File: config.mk
export PLATFORM = sky130hd
export DESIGN_NAME = idma_sync_256b_req_arbiter_flat
export DESIGN_NICKNAME = d
export VERILOG_FILES = /design/src/rtl/idma_sync_256b_req_arbiter_pkg.sv /design/src/rtl/idma_sync_256b_req_arbiter_if.sv /design/src/rtl/idma_sync_256b_req_arbiter_rr_arb.sv /design/src/rtl/idma_sync_256b_req_arbiter.sv /design/src/flat_wrapper.sv
export SDC_FILE = /design/constraint.sdc
export NUM_CORES = 1
export LEC_CHECK = 0
export ABC_AREA = 1
export ABC_CLOCK_PERIOD_IN_PS = 3700
export CORE_AREA = 2 2 692 694
export CTS_CLUSTER_DIAMETER = 40
export CTS_CLUSTER_SIZE = 25
export DETAILED_ROUTE_END_ITERATION = 10
export DIE_AREA = 0 0 694 696
export PLACE_DENSITY = 0.3
export SYNTH_ARGS = -nofsm -noshare
export SYNTH_HDL_FRONTEND = slang
export SYNTH_SLANG_ARGS = --single-unit
File: constraint.sdc
create_clock -name clk -period 3.7 [get_ports clk]
set_clock_uncertainty 0.15 [all_clocks]
set_input_delay 0.37 -clock clk [delete_from_list [all_inputs] [get_ports clk]]
set_output_delay 0.37 -clock clk [all_outputs]
set_load 0.02 [all_outputs]
File: src/rtl/idma_sync_256b_req_arbiter_pkg.sv
// Shared types and helpers for the iDMA request arbiter: channel FSM encoding
// and word-count to beat-count conversion for 256-bit beats.
package idma_arb_pkg;

   localparam int IDMA_DATA_WIDTH = 256;
   localparam int WORDS_PER_BEAT  = IDMA_DATA_WIDTH / 32;
   localparam int WPB_SHIFT       = $clog2(WORDS_PER_BEAT);

   typedef enum logic [1:0] {
      ST_IDLE = 2'd0,
      ST_CMD  = 2'd1,
      ST_DATA = 2'd2
   } chan_state_e;

   // Ceiling division without widening: partial trailing beat adds one.
   function automatic logic [31:0] num_to_beats(input logic [31:0] num);
      logic [31:0] mask;
      mask = 32'(WORDS_PER_BEAT - 1);
      return (num >> WPB_SHIFT) + 32'(|(num & mask));
   endfunction

endpackage

File: src/rtl/idma_sync_256b_req_arbiter_if.sv
// Engine-side bundle of the idma_sync_256b read and write channels.
interface idma_sync_256b_req_arbiter_if #(
   parameter int ADDR_WIDTH = 32,
   parameter int DATA_WIDTH = 256,
   parameter int STRB_WIDTH = DATA_WIDTH / 8
);
   logic                  rd_req;
   logic [ADDR_WIDTH-1:0] rd_addr;
   logic [31:0]           rd_num;
   logic                  rd_addr_ready;
   logic                  rd_data_valid;
   logic [DATA_WIDTH-1:0] rd_data;
   logic                  rd_data_ready;
   logic                  wr_req;
   logic [ADDR_WIDTH-1:0] wr_addr;
   logic [31:0]           wr_num;
   logic                  wr_addr_ready;
   logic                  wr_data_valid;
   logic [DATA_WIDTH-1:0] wr_data;
   logic                  wr_data_ready;
   logic [STRB_WIDTH-1:0] wr_strb;
   logic                  wr_done_intr;

   modport master (
      output rd_req, rd_addr, rd_num, rd_data_ready,
             wr_req, wr_addr, wr_num, wr_data_valid, wr_data, wr_strb,
      input  rd_addr_ready, rd_data_valid, rd_data,
             wr_addr_ready, wr_data_ready, wr_done_intr
   );

   modport slave (
      input  rd_req, rd_addr, rd_num, rd_data_ready,
             wr_req, wr_addr, wr_num, wr_data_valid, wr_data, wr_strb,
      output rd_addr_ready, rd_data_valid, rd_data,
             wr_addr_ready, wr_data_ready, wr_done_intr
   );
endinterface

File: src/rtl/idma_sync_256b_req_arbiter_rr_arb.sv
// Combinational round-robin picker: first requester at or after ptr, wrapping.
module idma_rr_arb #(
   parameter int NUM_REQ = 2,
   parameter int IDX_W   = $clog2(NUM_REQ)
) (
   input  logic [NUM_REQ-1:0] req,
   input  logic [IDX_W-1:0]   ptr,
   output logic [NUM_REQ-1:0] gnt,
   output logic [IDX_W-1:0]   idx
);
   // Walk offsets from farthest to nearest so the nearest match wins.
   always_comb begin
      gnt = '0;
      idx = '0;
      for (int i = NUM_REQ - 1; i >= 0; i--) begin
         if (req[(int'(ptr) + i) % NUM_REQ]) begin
            gnt = '0;
            gnt[(int'(ptr) + i) % NUM_REQ] = 1'b1;
            idx = IDX_W'((int'(ptr) + i) % NUM_REQ);
         end
      end
   end
endmodule

File: src/rtl/idma_sync_256b_req_arbiter.sv
// Shares one idma_sync_256b engine among NUM_REQ requesters with independent,
// grant-locked round-robin arbitration on the read and write channels.
module idma_sync_256b_req_arbiter
   import idma_arb_pkg::*;
#(
   parameter int NUM_REQ    = 2,
   parameter int ADDR_WIDTH = 32,
   parameter int DATA_WIDTH = 256,
   parameter int STRB_WIDTH = DATA_WIDTH / 8,
   parameter int IDX_W      = $clog2(NUM_REQ)
) (
   input  logic                                  clk,
   input  logic                                  rst_n,
   input  logic [NUM_REQ-1:0]                    s_rd_req,
   input  logic [NUM_REQ-1:0][ADDR_WIDTH-1:0]    s_rd_addr,
   input  logic [NUM_REQ-1:0][31:0]              s_rd_num,
   output logic [NUM_REQ-1:0]                    s_rd_addr_ready,
   output logic [NUM_REQ-1:0]                    s_rd_data_valid,
   output logic [DATA_WIDTH-1:0]                 s_rd_data,
   input  logic [NUM_REQ-1:0]                    s_rd_data_ready,
   input  logic [NUM_REQ-1:0]                    s_wr_req,
   input  logic [NUM_REQ-1:0][ADDR_WIDTH-1:0]    s_wr_addr,
   input  logic [NUM_REQ-1:0][31:0]              s_wr_num,
   output logic [NUM_REQ-1:0]                    s_wr_addr_ready,
   input  logic [NUM_REQ-1:0]                    s_wr_data_valid,
   input  logic [NUM_REQ-1:0][DATA_WIDTH-1:0]    s_wr_data,
   input  logic [NUM_REQ-1:0][STRB_WIDTH-1:0]    s_wr_strb,
   output logic [NUM_REQ-1:0]                    s_wr_data_ready,
   output logic [NUM_REQ-1:0]                    s_wr_done,
   idma_sync_256b_req_arbiter_if.master          idma,
   output logic                                  rd_busy,
   output logic                                  wr_busy,
   output logic [IDX_W-1:0]                      rd_owner,
   output logic [IDX_W-1:0]                      wr_owner
);
   localparam logic [1:0] IDLE = ST_IDLE;
   localparam logic [1:0] CMD  = ST_CMD;
   localparam logic [1:0] DATA = ST_DATA;

   function automatic logic [IDX_W-1:0] next_idx(input logic [IDX_W-1:0] i);
      return (i == IDX_W'(NUM_REQ - 1)) ? '0 : i + 1'b1;
   endfunction

   logic [1:0]            rd_st, wr_st;
   logic [IDX_W-1:0]      rd_own, wr_own, rd_ptr, wr_ptr, rd_idx, wr_idx;
   logic [NUM_REQ-1:0]    rd_gnt, wr_gnt;
   logic [ADDR_WIDTH-1:0] rd_addr_q, wr_addr_q;
   logic [31:0]           rd_num_q, wr_num_q, rd_cnt, rd_beats;
   logic                  rd_cmd_hs, wr_cmd_hs, rd_beat_hs, wr_done_hit;

   idma_rr_arb #(.NUM_REQ(NUM_REQ), .IDX_W(IDX_W)) u_rd_arb (
      .req(s_rd_req), .ptr(rd_ptr), .gnt(rd_gnt), .idx(rd_idx));
   idma_rr_arb #(.NUM_REQ(NUM_REQ), .IDX_W(IDX_W)) u_wr_arb (
      .req(s_wr_req), .ptr(wr_ptr), .gnt(wr_gnt), .idx(wr_idx));

   assign rd_beats    = num_to_beats(rd_num_q);
   assign rd_cmd_hs   = (rd_st == CMD) && idma.rd_addr_ready;
   assign wr_cmd_hs   = (wr_st == CMD) && idma.wr_addr_ready;
   assign rd_beat_hs  = (rd_st == DATA) && idma.rd_data_valid && idma.rd_data_ready;
   assign wr_done_hit = (wr_st == DATA) && idma.wr_done_intr;

   always_ff @(posedge clk or negedge rst_n) begin
      if (!rst_n) begin
         rd_st <= IDLE; rd_own <= '0; rd_ptr <= '0;
         rd_addr_q <= '0; rd_num_q <= '0; rd_cnt <= '0;
      end else begin
         case (rd_st)
            IDLE: if (|rd_gnt) begin
               rd_own    <= rd_idx;
               rd_addr_q <= s_rd_addr[rd_idx];
               rd_num_q  <= s_rd_num[rd_idx];
               rd_st     <= CMD;
            end
            CMD: if (idma.rd_addr_ready) begin
               rd_ptr <= next_idx(rd_own);
               rd_cnt <= rd_beats;
               rd_st  <= (rd_beats == '0) ? IDLE : DATA;
            end
            DATA: if (rd_beat_hs) begin
               rd_cnt <= rd_cnt - 1'b1;
               if (rd_cnt == 32'd1) rd_st <= IDLE;
            end
            default: rd_st <= IDLE;
         endcase
      end
   end

   always_ff @(posedge clk or negedge rst_n) begin
      if (!rst_n) begin
         wr_st <= IDLE; wr_own <= '0; wr_ptr <= '0;
         wr_addr_q <= '0; wr_num_q <= '0;
      end else begin
         case (wr_st)
            IDLE: if (|wr_gnt) begin
               wr_own    <= wr_idx;
               wr_addr_q <= s_wr_addr[wr_idx];
               wr_num_q  <= s_wr_num[wr_idx];
               wr_st     <= CMD;
            end
            CMD: if (idma.wr_addr_ready) begin
               wr_ptr <= next_idx(wr_own);
               wr_st  <= DATA;
            end
            DATA: if (idma.wr_done_intr) wr_st <= IDLE;
            default: wr_st <= IDLE;
         endcase
      end
   end

   assign idma.rd_req        = (rd_st == CMD);
   assign idma.rd_addr       = rd_addr_q;
   assign idma.rd_num        = rd_num_q;
   assign idma.rd_data_ready = (rd_st == DATA) && s_rd_data_ready[rd_own];
   assign idma.wr_req        = (wr_st == CMD);
   assign idma.wr_addr       = wr_addr_q;
   assign idma.wr_num        = wr_num_q;
   assign idma.wr_data_valid = (wr_st == DATA) && s_wr_data_valid[wr_own];
   assign idma.wr_data       = s_wr_data[wr_own];
   assign idma.wr_strb       = s_wr_strb[wr_own];
   assign s_rd_data          = idma.rd_data;

   // Per-requester return paths: only the locked owner ever sees a handshake.
   for (genvar g = 0; g < NUM_REQ; g++) begin : g_req
      assign s_rd_addr_ready[g] = rd_cmd_hs && (rd_own == IDX_W'(g));
      assign s_rd_data_valid[g] = (rd_st == DATA) && idma.rd_data_valid && (rd_own == IDX_W'(g));
      assign s_wr_addr_ready[g] = wr_cmd_hs && (wr_own == IDX_W'(g));
      assign s_wr_data_ready[g] = (wr_st == DATA) && idma.wr_data_ready && (wr_own == IDX_W'(g));
      assign s_wr_done[g]       = wr_done_hit && (wr_own == IDX_W'(g));
   end

   assign rd_busy  = (rd_st != IDLE);
   assign wr_busy  = (wr_st != IDLE);
   assign rd_owner = rd_own;
   assign wr_owner = wr_own;

endmodule

File: src/flat_wrapper.sv
// flat-port wrapper written by rule: the top's interface ports become plain ports
module idma_sync_256b_req_arbiter_flat import idma_arb_pkg::*;
#(
   parameter int NUM_REQ    = 2,
   parameter int ADDR_WIDTH = 32,
   parameter int DATA_WIDTH = 256,
   parameter int STRB_WIDTH = DATA_WIDTH / 8,
   parameter int IDX_W      = $clog2(NUM_REQ)
)
  (clk, rst_n, s_rd_req, s_rd_addr, s_rd_num, s_rd_addr_ready, s_rd_data_valid, s_rd_data, s_rd_data_ready, s_wr_req, s_wr_addr, s_wr_num, s_wr_addr_ready, s_wr_data_valid, s_wr_data, s_wr_strb, s_wr_data_ready, s_wr_done, rd_busy, wr_busy, rd_owner, wr_owner, idma_rd_req, idma_rd_addr, idma_rd_num, idma_rd_data_ready, idma_wr_req, idma_wr_addr, idma_wr_num, idma_wr_data_valid, idma_wr_data, idma_wr_strb, idma_rd_addr_ready, idma_rd_data_valid, idma_rd_data, idma_wr_addr_ready, idma_wr_data_ready, idma_wr_done_intr);
  idma_sync_256b_req_arbiter_if #(.ADDR_WIDTH(ADDR_WIDTH), .DATA_WIDTH(DATA_WIDTH), .STRB_WIDTH(STRB_WIDTH)) idma_i ();
  input  logic clk;
  input  logic rst_n;
  input  logic [NUM_REQ-1:0] s_rd_req;
  input  logic [NUM_REQ-1:0][ADDR_WIDTH-1:0] s_rd_addr;
  input  logic [NUM_REQ-1:0][31:0] s_rd_num;
  output logic [NUM_REQ-1:0] s_rd_addr_ready;
  output logic [NUM_REQ-1:0] s_rd_data_valid;
  output logic [DATA_WIDTH-1:0] s_rd_data;
  input  logic [NUM_REQ-1:0] s_rd_data_ready;
  input  logic [NUM_REQ-1:0] s_wr_req;
  input  logic [NUM_REQ-1:0][ADDR_WIDTH-1:0] s_wr_addr;
  input  logic [NUM_REQ-1:0][31:0] s_wr_num;
  output logic [NUM_REQ-1:0] s_wr_addr_ready;
  input  logic [NUM_REQ-1:0] s_wr_data_valid;
  input  logic [NUM_REQ-1:0][DATA_WIDTH-1:0] s_wr_data;
  input  logic [NUM_REQ-1:0][STRB_WIDTH-1:0] s_wr_strb;
  output logic [NUM_REQ-1:0] s_wr_data_ready;
  output logic [NUM_REQ-1:0] s_wr_done;
  output logic rd_busy;
  output logic wr_busy;
  output logic [IDX_W-1:0] rd_owner;
  output logic [IDX_W-1:0] wr_owner;
  output wire logic [$bits(idma_i.rd_req)-1:0] idma_rd_req;
  output wire logic [$bits(idma_i.rd_addr)-1:0] idma_rd_addr;
  output wire logic [$bits(idma_i.rd_num)-1:0] idma_rd_num;
  output wire logic [$bits(idma_i.rd_data_ready)-1:0] idma_rd_data_ready;
  output wire logic [$bits(idma_i.wr_req)-1:0] idma_wr_req;
  output wire logic [$bits(idma_i.wr_addr)-1:0] idma_wr_addr;
  output wire logic [$bits(idma_i.wr_num)-1:0] idma_wr_num;
  output wire logic [$bits(idma_i.wr_data_valid)-1:0] idma_wr_data_valid;
  output wire logic [$bits(idma_i.wr_data)-1:0] idma_wr_data;
  output wire logic [$bits(idma_i.wr_strb)-1:0] idma_wr_strb;
  input wire logic [$bits(idma_i.rd_addr_ready)-1:0] idma_rd_addr_ready;
  input wire logic [$bits(idma_i.rd_data_valid)-1:0] idma_rd_data_valid;
  input wire logic [$bits(idma_i.rd_data)-1:0] idma_rd_data;
  input wire logic [$bits(idma_i.wr_addr_ready)-1:0] idma_wr_addr_ready;
  input wire logic [$bits(idma_i.wr_data_ready)-1:0] idma_wr_data_ready;
  input wire logic [$bits(idma_i.wr_done_intr)-1:0] idma_wr_done_intr;
  assign idma_rd_req = idma_i.rd_req;
  assign idma_rd_addr = idma_i.rd_addr;
  assign idma_rd_num = idma_i.rd_num;
  assign idma_rd_data_ready = idma_i.rd_data_ready;
  assign idma_wr_req = idma_i.wr_req;
  assign idma_wr_addr = idma_i.wr_addr;
  assign idma_wr_num = idma_i.wr_num;
  assign idma_wr_data_valid = idma_i.wr_data_valid;
  assign idma_wr_data = idma_i.wr_data;
  assign idma_wr_strb = idma_i.wr_strb;
  assign idma_i.rd_addr_ready = idma_rd_addr_ready;
  assign idma_i.rd_data_valid = idma_rd_data_valid;
  assign idma_i.rd_data = idma_rd_data;
  assign idma_i.wr_addr_ready = idma_wr_addr_ready;
  assign idma_i.wr_data_ready = idma_wr_data_ready;
  assign idma_i.wr_done_intr = idma_wr_done_intr;
  idma_sync_256b_req_arbiter #(.NUM_REQ(NUM_REQ), .ADDR_WIDTH(ADDR_WIDTH), .DATA_WIDTH(DATA_WIDTH), .STRB_WIDTH(STRB_WIDTH), .IDX_W(IDX_W)) u_core (.clk(clk), .rst_n(rst_n), .s_rd_req(s_rd_req), .s_rd_addr(s_rd_addr), .s_rd_num(s_rd_num), .s_rd_addr_ready(s_rd_addr_ready), .s_rd_data_valid(s_rd_data_valid), .s_rd_data(s_rd_data), .s_rd_data_ready(s_rd_data_ready), .s_wr_req(s_wr_req), .s_wr_addr(s_wr_addr), .s_wr_num(s_wr_num), .s_wr_addr_ready(s_wr_addr_ready), .s_wr_data_valid(s_wr_data_valid), .s_wr_data(s_wr_data), .s_wr_strb(s_wr_strb), .s_wr_data_ready(s_wr_data_ready), .s_wr_done(s_wr_done), .idma(idma_i), .rd_busy(rd_busy), .wr_busy(wr_busy), .rd_owner(rd_owner), .wr_owner(wr_owner));
endmodule
==> metrics.cfg <==
[outcome]
status=complete, no violations

[min_path]
hold_path_class=primary input to asynchronous set/reset pin

[grt]
grt-ovfl-total=0
grt.total_usage_pct=12.9
antenna_found_initial=208
first_global_vias=20459
grt_max_degree=92
grt_pass1_wl_mm=366

[route]
route.detailed.drc=0
first_pass_iters=5
wirelength_mm=325
wl_per_cell_um=33.7
antenna_left=0
post_drt_via_cell_ratio=2.13
first_iter_violations=1590
vias=20472

[clock_network]
cts_tree=done
cts.htree.levels=4
cts_inserted_buffers=21
clk_latency_ns=0.62
cts_buffer_depth=3
clk_pin_slew_worst_paths_ns=0.11
post_cts.repair.setup_buffers=0
cts.sinks=168
cts-root-buf=clkbuf_16

[cells_and_area]
final_nets=4386
syn_to_final_growth_pct=139
layout-drive-gt1-share_pct=13.0
layout_commonest_cell=clkdlybuf4s50_1
multi_input_area_um2=8190
layout_common_cells=clkdlybuf4s50_1, nand2_1, dfrtp_1, buf_12, buf_4
regArea_um2=4210
fillers=55924

[synthesis]
synth_top_area_share_pct=28.0
synthCells=2273
synth-xor-area-share_pct=1.22
synth_compound_area_share_pct=6.16
ys_types=47
synth_nets=3380
yosys.area.top_type=dfrtp_1
async_reset_ff_share_pct=100
yosys.area_share.simple_pct=34.1
avgSynthCellArea_um2=6.61
yosysWarnings=0
syn_area_um2=15000
ys_top_cells_by_area=dfrtp_1, nand2_1, buf_4, mux2_2, mux2i_1
synth_mux_area_share_pct=12.4
seq_area_frac_synth_pct=28.0
ys_ff_latch=168
synth_edf_count=0
synthAdderAreaFrac_pct=0.333
synth_top_family_by_area=simple AND/OR/NAND/NOR gates
synthFlopType=dfrtp_1

[setup_path]
crit_path_end_kind=output pin
critical_path_class=flip-flop to output pin
worstSetupStartpointType=flip-flop
required_ns=3.18
path_max_fanout=55
r2r.worst_path.cells=8
reg2reg_slack_ns=1.06
worstPathArrival_ns=2.97

[timing]
rsz0062_at_grt=false
final_max_slew_viol_count=0
setup_violations=0
tns_ns=0
fmax_ghz=0.286
post-route-period-util_pct=94.4
timing.slew.headroom_pct=25.8
worst_pin_slew_ns=1.11
setup_slack_ns=0.207
period_needed_ns=3.49
finalHoldViolCount=0

[pwr]
leakagePower_nw=13.4
powerDensity_nw_per_um2=695
vdd_ir_drop_max_mv=0.369

[die]
die_h_um=696
row_count=254
coreArea_um2=476000
initial_core_util_pct=3.15
ioPinCount=1793
die_area_um2=483000
fp.dieW_um=694

[place]
dp_hpwl_mm=303
dp_slack_ns=0.553
portBuffers=1280
gp_congestion=0.959

[job]
maxCapViolCount=0

[worst max-delay path, cell delays in order (launching register included)]
cell	delay, ns
dfrtp_4	0.58
buf_12	0.31
buf_4	0.46
nand2_1	0.09
nand2_1	0.19
clkdlybuf4s50_1	0.70
[final timing paths]
kind | startpoint | endpoint
worst max register to register | u_core.rd_owner | u_core.rd_st[1]
worst max-delay path | u_core.wr_owner | idma_wr_data[200]
min in group clk | s_wr_addr[49] | u_core.idma.wr_addr[17]
max in group asynchronous | rst_n | u_core.idma.wr_num[27]
worst min-delay path | rst_n | u_core.idma.rd_addr[27]
worst min register to register | u_core.idma.wr_addr[10] | u_core.idma.wr_addr[10]
[power by group]
part	internal (mW)	switching (mW)
combinational	6.74	11.7
clock	1.35	1.26
sequential	2.75	1.15
[per-stage QoR]
| step | hold slack, ns | instances | cell area (um^2) | power (mW) | util (%) |
|---|---|---|---|---|---|
| floorplan | -0.0756 | 2273 | 15000 | 10.5 | - |
| global placement | 0.231 | 9527 | 35100 | 23.0 | 7.36 |
| detailed placement | 0.229 | 9527 | 35100 | 22.9 | 7.36 |
| CTS | 0.0576 | 9561 | 35800 | 25.8 | 7.51 |
| global route | 0.103 | 9585 | 35900 | 26.5 | 7.53 |
| finish | 0.123 | 9626 | 36000 | 25.0 | 7.55 |
[cell usage after synthesis, types with 3 or more instances]
cell type	instances
nand3b_1	9
buf_4	257
nand2_2	9
mux2_2	108
o22ai_1	7
dfrtp_1	168
nor2_2	8
a21oi_1	21
o21ai_0	97
inv_1	79
nor2_1	106
mux2i_1	64
a211oi_1	13
nor3_1	15
xnor2_1	7
o21ai_1	3
nand3_1	33
o31ai_1	5
o21bai_1	3
o211ai_1	5
xor2_1	14
buf_2	22
nor2_4	7
clkbuf_1	87
ha_1	4
nand4_1	11
nand2_1	1088
[logic make-up (layout without fill, tap and decap cells)]
group	count (synthesis)	after routing
AOI/OAI and AO/OA	164	164
xor gates and xnor gates	21	21
adders and majority gates	4	4
buffers and inverters	448	1464
DFF	168	168
muxes	172	172
other	0	65
and+or+nand+nor	1296	1296
[routing by layer]
layer	global-route usage (%)	vias up	part of all wire [%]
met2	21.3	1541	46
li1	-	9004	-
met1	12.1	9414	32
met3	11.5	389	19
met5	0.440	-	0.24
met4	1.85	124	1.7
[registers in the layout, indices dropped and copies added, names as in the netlist, 2 cells and up]
signal and flops:
u_core.idma.rd_addr 32, u_core.idma.wr_num 32, u_core.rd_cnt 32, u_core.rd_st 2
u_core.idma.wr_addr 32, u_core.wr_st 2, u_core.idma.rd_num 32
[layout make-up]
cell class                 count  share of cell area (%)
timing repair buffer        1350                    40.4
multi-input combinational   1657                    22.8
tap                         6272                    21.8
sequential                   168                    11.7
clock buffer                  22                    1.50
inverter                      81                   0.891
clock inverter                11                   0.480
antenna                       65                   0.452
[timing repair]
item	4_1_cts	5_1_grt
endpoints found under the setup margin	13	0
resized for setup	2	0
endpoints found under the hold margin	78	0
hold buffers	1	0
(Power assumes the default switching activity.)
